==> config.mk <==
export PLATFORM = sky130hd
export DESIGN_NAME = fp16_add_arbiter
export DESIGN_NICKNAME = d
export VERILOG_FILES = /design/src/rtl/fp16_pkg.sv /design/src/rtl/fp16_add_arbiter_rr.sv /design/src/rtl/fpadder.sv /design/src/rtl/fp16_add_arbiter.sv
export SDC_FILE = /design/constraint.sdc
export NUM_CORES = 1
export LEC_CHECK = 0
export BUFFER_PORTS_ARGS = -buffer_cell sky130_fd_sc_hd__buf_2
export CAP_MARGIN = 20
export CORE_MARGIN = 2
export CORE_UTILIZATION = 50
export DETAILED_ROUTE_END_ITERATION = 7
export PLACE_DENSITY_LB_ADDON = 0.25
export SLEW_MARGIN = 20
export SYNTH_ARGS = -nofsm -noshare
export SYNTH_HDL_FRONTEND = slang
export SYNTH_HIERARCHICAL = 1
export SYNTH_SLANG_ARGS = --single-unit
==> constraint.sdc <==
create_clock -name CLK -period 22.5 [get_ports CLK]
set_input_delay 6.75 -clock CLK [delete_from_list [all_inputs] [get_ports CLK]]
set_output_delay 6.75 -clock CLK [all_outputs]
set_load 0.01 [all_outputs]
==> src/rtl/fp16_pkg.sv <==
// Shared FP16 constants, slot-state type and the operand-slot slicing helper
// used by the shared-adder arbiter and its fpadder.
package fp16_pkg;

    localparam int FP16_W = 16;
    localparam int EXP_W  = 5;
    localparam int MAN_W  = 10;

    localparam logic [FP16_W-1:0] FP16_ONE   = 16'h3C00;
    localparam logic [FP16_W-1:0] FP16_TWO   = 16'h4000;
    localparam logic [FP16_W-1:0] FP16_THREE = 16'h4200;

    // Packed operand buses are widened to the largest supported requester count
    localparam int MAX_SLOTS  = 8;
    localparam int SLOT_VEC_W = FP16_W * MAX_SLOTS;

    typedef enum logic {
        SLOT_EMPTY = 1'b0,
        SLOT_FULL  = 1'b1
    } slot_state_t;

    function automatic logic [FP16_W-1:0] op_slot(input logic [SLOT_VEC_W-1:0] vec,
                                                  input int idx);
        return vec[FP16_W*idx +: FP16_W];
    endfunction

endpackage

==> src/rtl/fp16_add_arbiter_rr.sv <==
// Combinational round-robin arbiter; the pointer holds the last winner and the
// search starts one past it.
module rr_arbiter #(
    parameter int N    = 4,
    parameter int ID_W = 2
) (
    input  logic            clk,
    input  logic            rst,
    input  logic [N-1:0]    req,
    input  logic            advance,
    input  logic [ID_W-1:0] winner_in,
    output logic [N-1:0]    gnt,
    output logic [ID_W-1:0] gnt_id
);

    logic [ID_W-1:0] ptr;
    logic [ID_W-1:0] idx;
    logic            found;

    always_ff @(posedge clk) begin
        if (rst)          ptr <= ID_W'(N - 1);
        else if (advance) ptr <= winner_in;
    end

    always_comb begin
        gnt    = '0;
        gnt_id = '0;
        found  = 1'b0;
        idx    = '0;
        for (int k = 1; k <= N; k++) begin
            idx = ID_W'((int'(ptr) + k) % N);
            if (!found && req[idx]) begin
                found    = 1'b1;
                gnt[idx] = 1'b1;
                gnt_id   = idx;
            end
        end
    end

endmodule

==> src/rtl/fpadder.sv <==
// Registered FP16 adder: normal numbers only, zero exponent treated as zero,
// result truncated toward zero, underflow flushed to zero.
module fpadder
    import fp16_pkg::*;
(
    input  logic              CLK,
    input  logic              RESETn,
    input  logic [FP16_W-1:0] A,
    input  logic [FP16_W-1:0] B,
    output logic [FP16_W-1:0] SUM
);

    function automatic logic [FP16_W-1:0] fp_add(input logic [FP16_W-1:0] x,
                                                 input logic [FP16_W-1:0] y);
        logic [FP16_W-1:0] a, b, r;
        logic [EXP_W-1:0]  ea, eb, d;
        logic [MAN_W+3:0]  ma, mb, mb_al;
        logic [MAN_W+4:0]  s, sh;
        logic              sticky;
        int                lead, e_i;
        if (x[14:0] >= y[14:0]) begin a = x; b = y; end
        else                    begin a = y; b = x; end
        ea = a[14:10];
        eb = b[14:10];
        ma = (ea != '0) ? {1'b1, a[9:0], 3'b000} : '0;
        mb = (eb != '0) ? {1'b1, b[9:0], 3'b000} : '0;
        d      = ea - eb;
        mb_al  = mb >> d;
        sticky = |(mb & ~(14'h3FFF << d));
        // Borrowing the sticky bit keeps subtraction truncating toward zero
        if (a[15] == b[15]) s = {1'b0, ma} + {1'b0, mb_al};
        else                s = {1'b0, ma} - {1'b0, mb_al} - {14'b0, sticky};
        lead = -1;
        for (int i = 0; i < 15; i++) if (s[i]) lead = i;
        r  = '0;
        sh = '0;
        if (lead >= 0) begin
            e_i = int'(ea) + lead - 13;
            sh  = s << (14 - lead);
            if (e_i > 0) r = {a[15], 5'(e_i), 10'(sh >> 4)};
        end
        return r;
    endfunction

    always_ff @(posedge CLK) begin
        if (!RESETn) SUM <= '0;
        else         SUM <= fp_add(A, B);
    end

endmodule

==> src/rtl/fp16_add_arbiter.sv <==
// Shares one registered fpadder among N_REQ requesters with a one-entry tagged result slot.
// FPADD_ARB_STATS_EN adds saturating per-requester grant counters on stat_cnt.
module fp16_add_arbiter
    import fp16_pkg::*;
#(
    parameter int N_REQ = 4,
    parameter int ID_W  = 2
) (
    input  logic                    CLK,
    input  logic                    RESET,
    input  logic [N_REQ-1:0]        req_valid,
    input  logic [FP16_W*N_REQ-1:0] req_a,
    input  logic [FP16_W*N_REQ-1:0] req_b,
    output logic [N_REQ-1:0]        req_ready,
    output logic                    resp_valid,
    input  logic                    resp_ready,
    output logic [FP16_W-1:0]       resp_sum,
    output logic [ID_W-1:0]         resp_id,
    output logic [16*N_REQ-1:0]     stat_cnt
);

    // state      | meaning
    // SLOT_EMPTY | no result held; any valid request may issue
    // SLOT_FULL  | result held; issue only when the consumer takes it this cycle
    slot_state_t state_q, state_d;

    logic              can_issue;
    logic              issue;
    logic [N_REQ-1:0]  gnt;
    logic [ID_W-1:0]   gnt_id;
    logic [FP16_W-1:0] held_a, held_b, add_a, add_b;

    assign can_issue = (state_q == SLOT_EMPTY) || resp_ready;

    rr_arbiter #(.N(N_REQ), .ID_W(ID_W)) u_rr (
        .clk       (CLK),
        .rst       (RESET),
        .req       (req_valid & {N_REQ{can_issue}}),
        .advance   (issue),
        .winner_in (gnt_id),
        .gnt       (gnt),
        .gnt_id    (gnt_id)
    );

    assign issue     = |gnt;
    assign req_ready = gnt;

    // Feeding the held operands when idle keeps resp_sum stable through stalls
    assign add_a = issue ? op_slot(SLOT_VEC_W'(req_a), int'(gnt_id)) : held_a;
    assign add_b = issue ? op_slot(SLOT_VEC_W'(req_b), int'(gnt_id)) : held_b;

    fpadder u_add (
        .CLK    (CLK),
        .RESETn (~RESET),
        .A      (add_a),
        .B      (add_b),
        .SUM    (resp_sum)
    );

    always_ff @(posedge CLK) begin
        if (RESET) begin
            state_q <= SLOT_EMPTY;
            resp_id <= '0;
            held_a  <= '0;
            held_b  <= '0;
        end else begin
            state_q <= state_d;
            if (issue) begin
                resp_id <= gnt_id;
                held_a  <= add_a;
                held_b  <= add_b;
            end
        end
    end

    always_comb begin
        state_d = state_q;
        case (state_q)
            SLOT_EMPTY: if (issue) state_d = SLOT_FULL;
            SLOT_FULL:  if (resp_ready && !issue) state_d = SLOT_EMPTY;
            default:    state_d = SLOT_EMPTY;
        endcase
    end

    assign resp_valid = (state_q == SLOT_FULL);

`ifdef FPADD_ARB_STATS_EN
    logic [15:0] cnt_q [N_REQ];

    always_ff @(posedge CLK) begin
        for (int i = 0; i < N_REQ; i++) begin
            if (RESET)                               cnt_q[i] <= '0;
            else if (gnt[i] && cnt_q[i] != 16'hFFFF) cnt_q[i] <= cnt_q[i] + 16'd1;
        end
    end

    for (genvar g = 0; g < N_REQ; g++) begin : g_stat
        assign stat_cnt[16*g +: 16] = cnt_q[g];
    end
`else
    assign stat_cnt = '0;
`endif

endmodule

==> results by group <==
Run status
  • Status: completed

Routing
  • DR vias: ~8500
  • Vias per cell: roughly 6
  • Final wirelength: about 25000 µm
  • Post-DRT Antenna Nets: 0
  • Wirelength per Cell: ~17 µm
  • DRT iter0 DRCs: 586
  • Detailed-router iteration count before antenna repair: 5
  • Remaining DRCs: 0

STA
  • Hold slack final: 0.452 ns
  • Final Hold Viols: 0
  • RSZ-0062 raised after global routing: no
  • Setup TNS: 0 ns
  • Max Clock Skew: between 0.01 and 0.015 ns
  • Slew @ Worst Pin: ~1.1 ns
  • Fmax: about 0.049 GHz
  • Slew Limit Fails: 0
  • Final min period: 20.58 ns
  • Setup violations, final: 0
  • Max-Slew Margin vs Limit: between 20% and 30%
  • Period utilization: 91.4%

Yosys
  • Synth area leaders: dfxtp_1 12%, ha_1 11%, mux4_2 8.0%
  • Syn Inst Count: 1079
  • Synth cell types: around 110
  • Top cells by count, synth: 83 x inv_1, 82 x nor2_1, 81 x ha_1
  • Seq cells post-synth: 53
  • Syn avg cell area: between 8 and 9 µm²
  • Post-Syn Area: about 9000 µm²
  • Ys flop type: dfxtp_1
  • Register area share after synthesis: about an eighth
  • Top cell type's share of synthesized area: around an eighth
  • Async set-or-reset flop fraction in the synthesized netlist: 0%
  • Most frequent cell after synthesis: inv_1
  • Post-synth EDFFs: 0
  • Synthesis Warnings: 6
  • Post-synth top area cell: dfxtp_1

GRT
  • Tot GR Track Use: about a quarter
  • Vias in the first global route: 7980
  • Antenna violations before repair: 0
  • First-pass GRT wire length: 40800 µm
  • GR Overflow Total: 0
  • Largest net degree at the start of global routing: 38

Floorplan
  • Die W: ~140 µm
  • Number of core rows: 49
  • Initial Util: between 50 and 60%
  • Die Footprint: roughly 19000 µm²
  • Die Y: 138 µm
  • Core Area: approximately 18000 µm²
  • IO Count: 222

Place
  • PortBufs: roughly 160
  • Detailed Place HPWL: 20100 µm
  • GP Congestion: ~1

Final layout
  • Layout area overhead: 8.15%
  • Nets: between 1000 and 1500
  • Multi-input logic area: 7110 µm²
  • Fillers: approximately 1700
  • Fraction of layout cells with a size suffix above 1: around 26%
  • # diodes: 0
  • Reg area: 1060 µm²

Worst setup path
  • Register-to-register setup slack: about 8 ns
  • CP startpoint kind: input port
  • CP most frequent cell: ha_1
  • Max Fanout on Critical Path: 33
  • Critical path capture point type: flip-flop
  • Worst Setup Path Type: in -> reg
  • Delay-heaviest family, CP: simple AND/OR/NAND/NOR gates
  • Worst path bufs/invs: 4
  • WP data required: approximately 23 ns
  • Slowest library cell on the worst path: ha_1
  • Crit path largest cell delay: about 1 ns
  • Crit path DAT: 20.82 ns

Clocking
  • PostCTS Resize Cnt: 0
  • # Post-CTS Setup Buffers: 0
  • Num Clock Sinks: 53
  • CTS root buf: clkbuf_16
  • H-tree levels: 2
  • Clk Latency, worst-skew pair: approximately 0.31 ns
  • Count of hold-fix buffers inserted at cts: 0
  • CTS max path bufs: 2
  • TritonCTS buffer count: 5
  • Worst-path clk slew: 0.08 ns
  • TritonCTS clock tree: done

Flow run
  • Max_cap viols: 0

Min path
  • Hold crit path type: reg -> reg
flip-flops by register name, indices dropped and copies added, names as in the netlist:
| signal | cells |
|---|---|
| held_a | 16 |
| u_rr/ptr | 2 |
| u_add/SUM | 16 |
| resp_valid | 1 |
| held_b | 16 |
| resp_id | 2 |
cell families after synthesis:
| family | after synthesis | synth area share, % |
|---|---|---|
| XOR/XNOR | 15 | 1.45 |
| AO/OA/AOI/OAI | 289 | 23.7 |
| buffers and inverters | 195 | 12.5 |
| adder cells (fa/ha/maj) | 84 | 11.9 |
| other | 1 | 0.0415 |
| flip-flops | 53 | 11.7 |
| multiplexers | 105 | 18.4 |
| AND/OR/NAND/NOR | 337 | 20.4 |
routing by layer:
layer	track usage (%)	wire length (µm)	up-vias
met4	8.65	649	0
li1	-	-	4092
met1	35.9	11400	4031
met2	40.7	11400	335
met5	0	0	-
met3	3.57	1510	47
cell usage in the layout (no fill, tap or decap), drive strengths merged, types with 40 or more instances in the layout:
cell type	instances
inv	86
buf	165
o21ai	49
dfxtp	53
and2	45
ha	81
nand2	74
a21oi	76
nor2	85
mux2	40
conb	64
per-stage QoR:
stage          area (µm²)  setup WS (ns)  instances  utilization, %
5_1_grt              9780          0.748       1434            54.8
3_3_place_gp         9620           2.02       1426            53.9
4_1_cts              9780           2.03       1434            54.8
6_report             9780           1.92       1434            54.8
3_5_place_dp         9620           1.75       1426            53.9
2_1_floorplan        9280           3.98       1142               -
worst reg2reg max path: cells and delay by family, from the launching register on:
kind	cells	cell delay, ns
AOI/OAI and AO/OA	14	3.98
adders and majority gates	7	3.29
buffers and inverters	4	0.96
DFF	1	0.70
muxes	4	1.30
and+or+nand+nor	17	4.39
worst paths after layout:
path,endpoint,cells past startpoint,start
worst max-delay path,u_add/SUM[4],47,resp_ready
worst min-delay path,resp_id[1],2,resp_id[1]
worst max register to register,u_add/SUM[4],46,u_rr/ptr[0]
worst min register to register,resp_id[1],2,resp_id[1]
cell type report:
class / count / area share, %
clock buffer: 6 / 1.42
clock inverter: 2 / 0.179
inverter: 85 / 3.26
multi-input combinational: 894 / 72.7
sequential: 53 / 10.9
tap: 229 / 2.93
timing repair buffer: 165 / 8.65
Power is left out: the tool's default activity adds up to more than one toggle a clock period on the data nets, which glitch-free logic cannot reach.
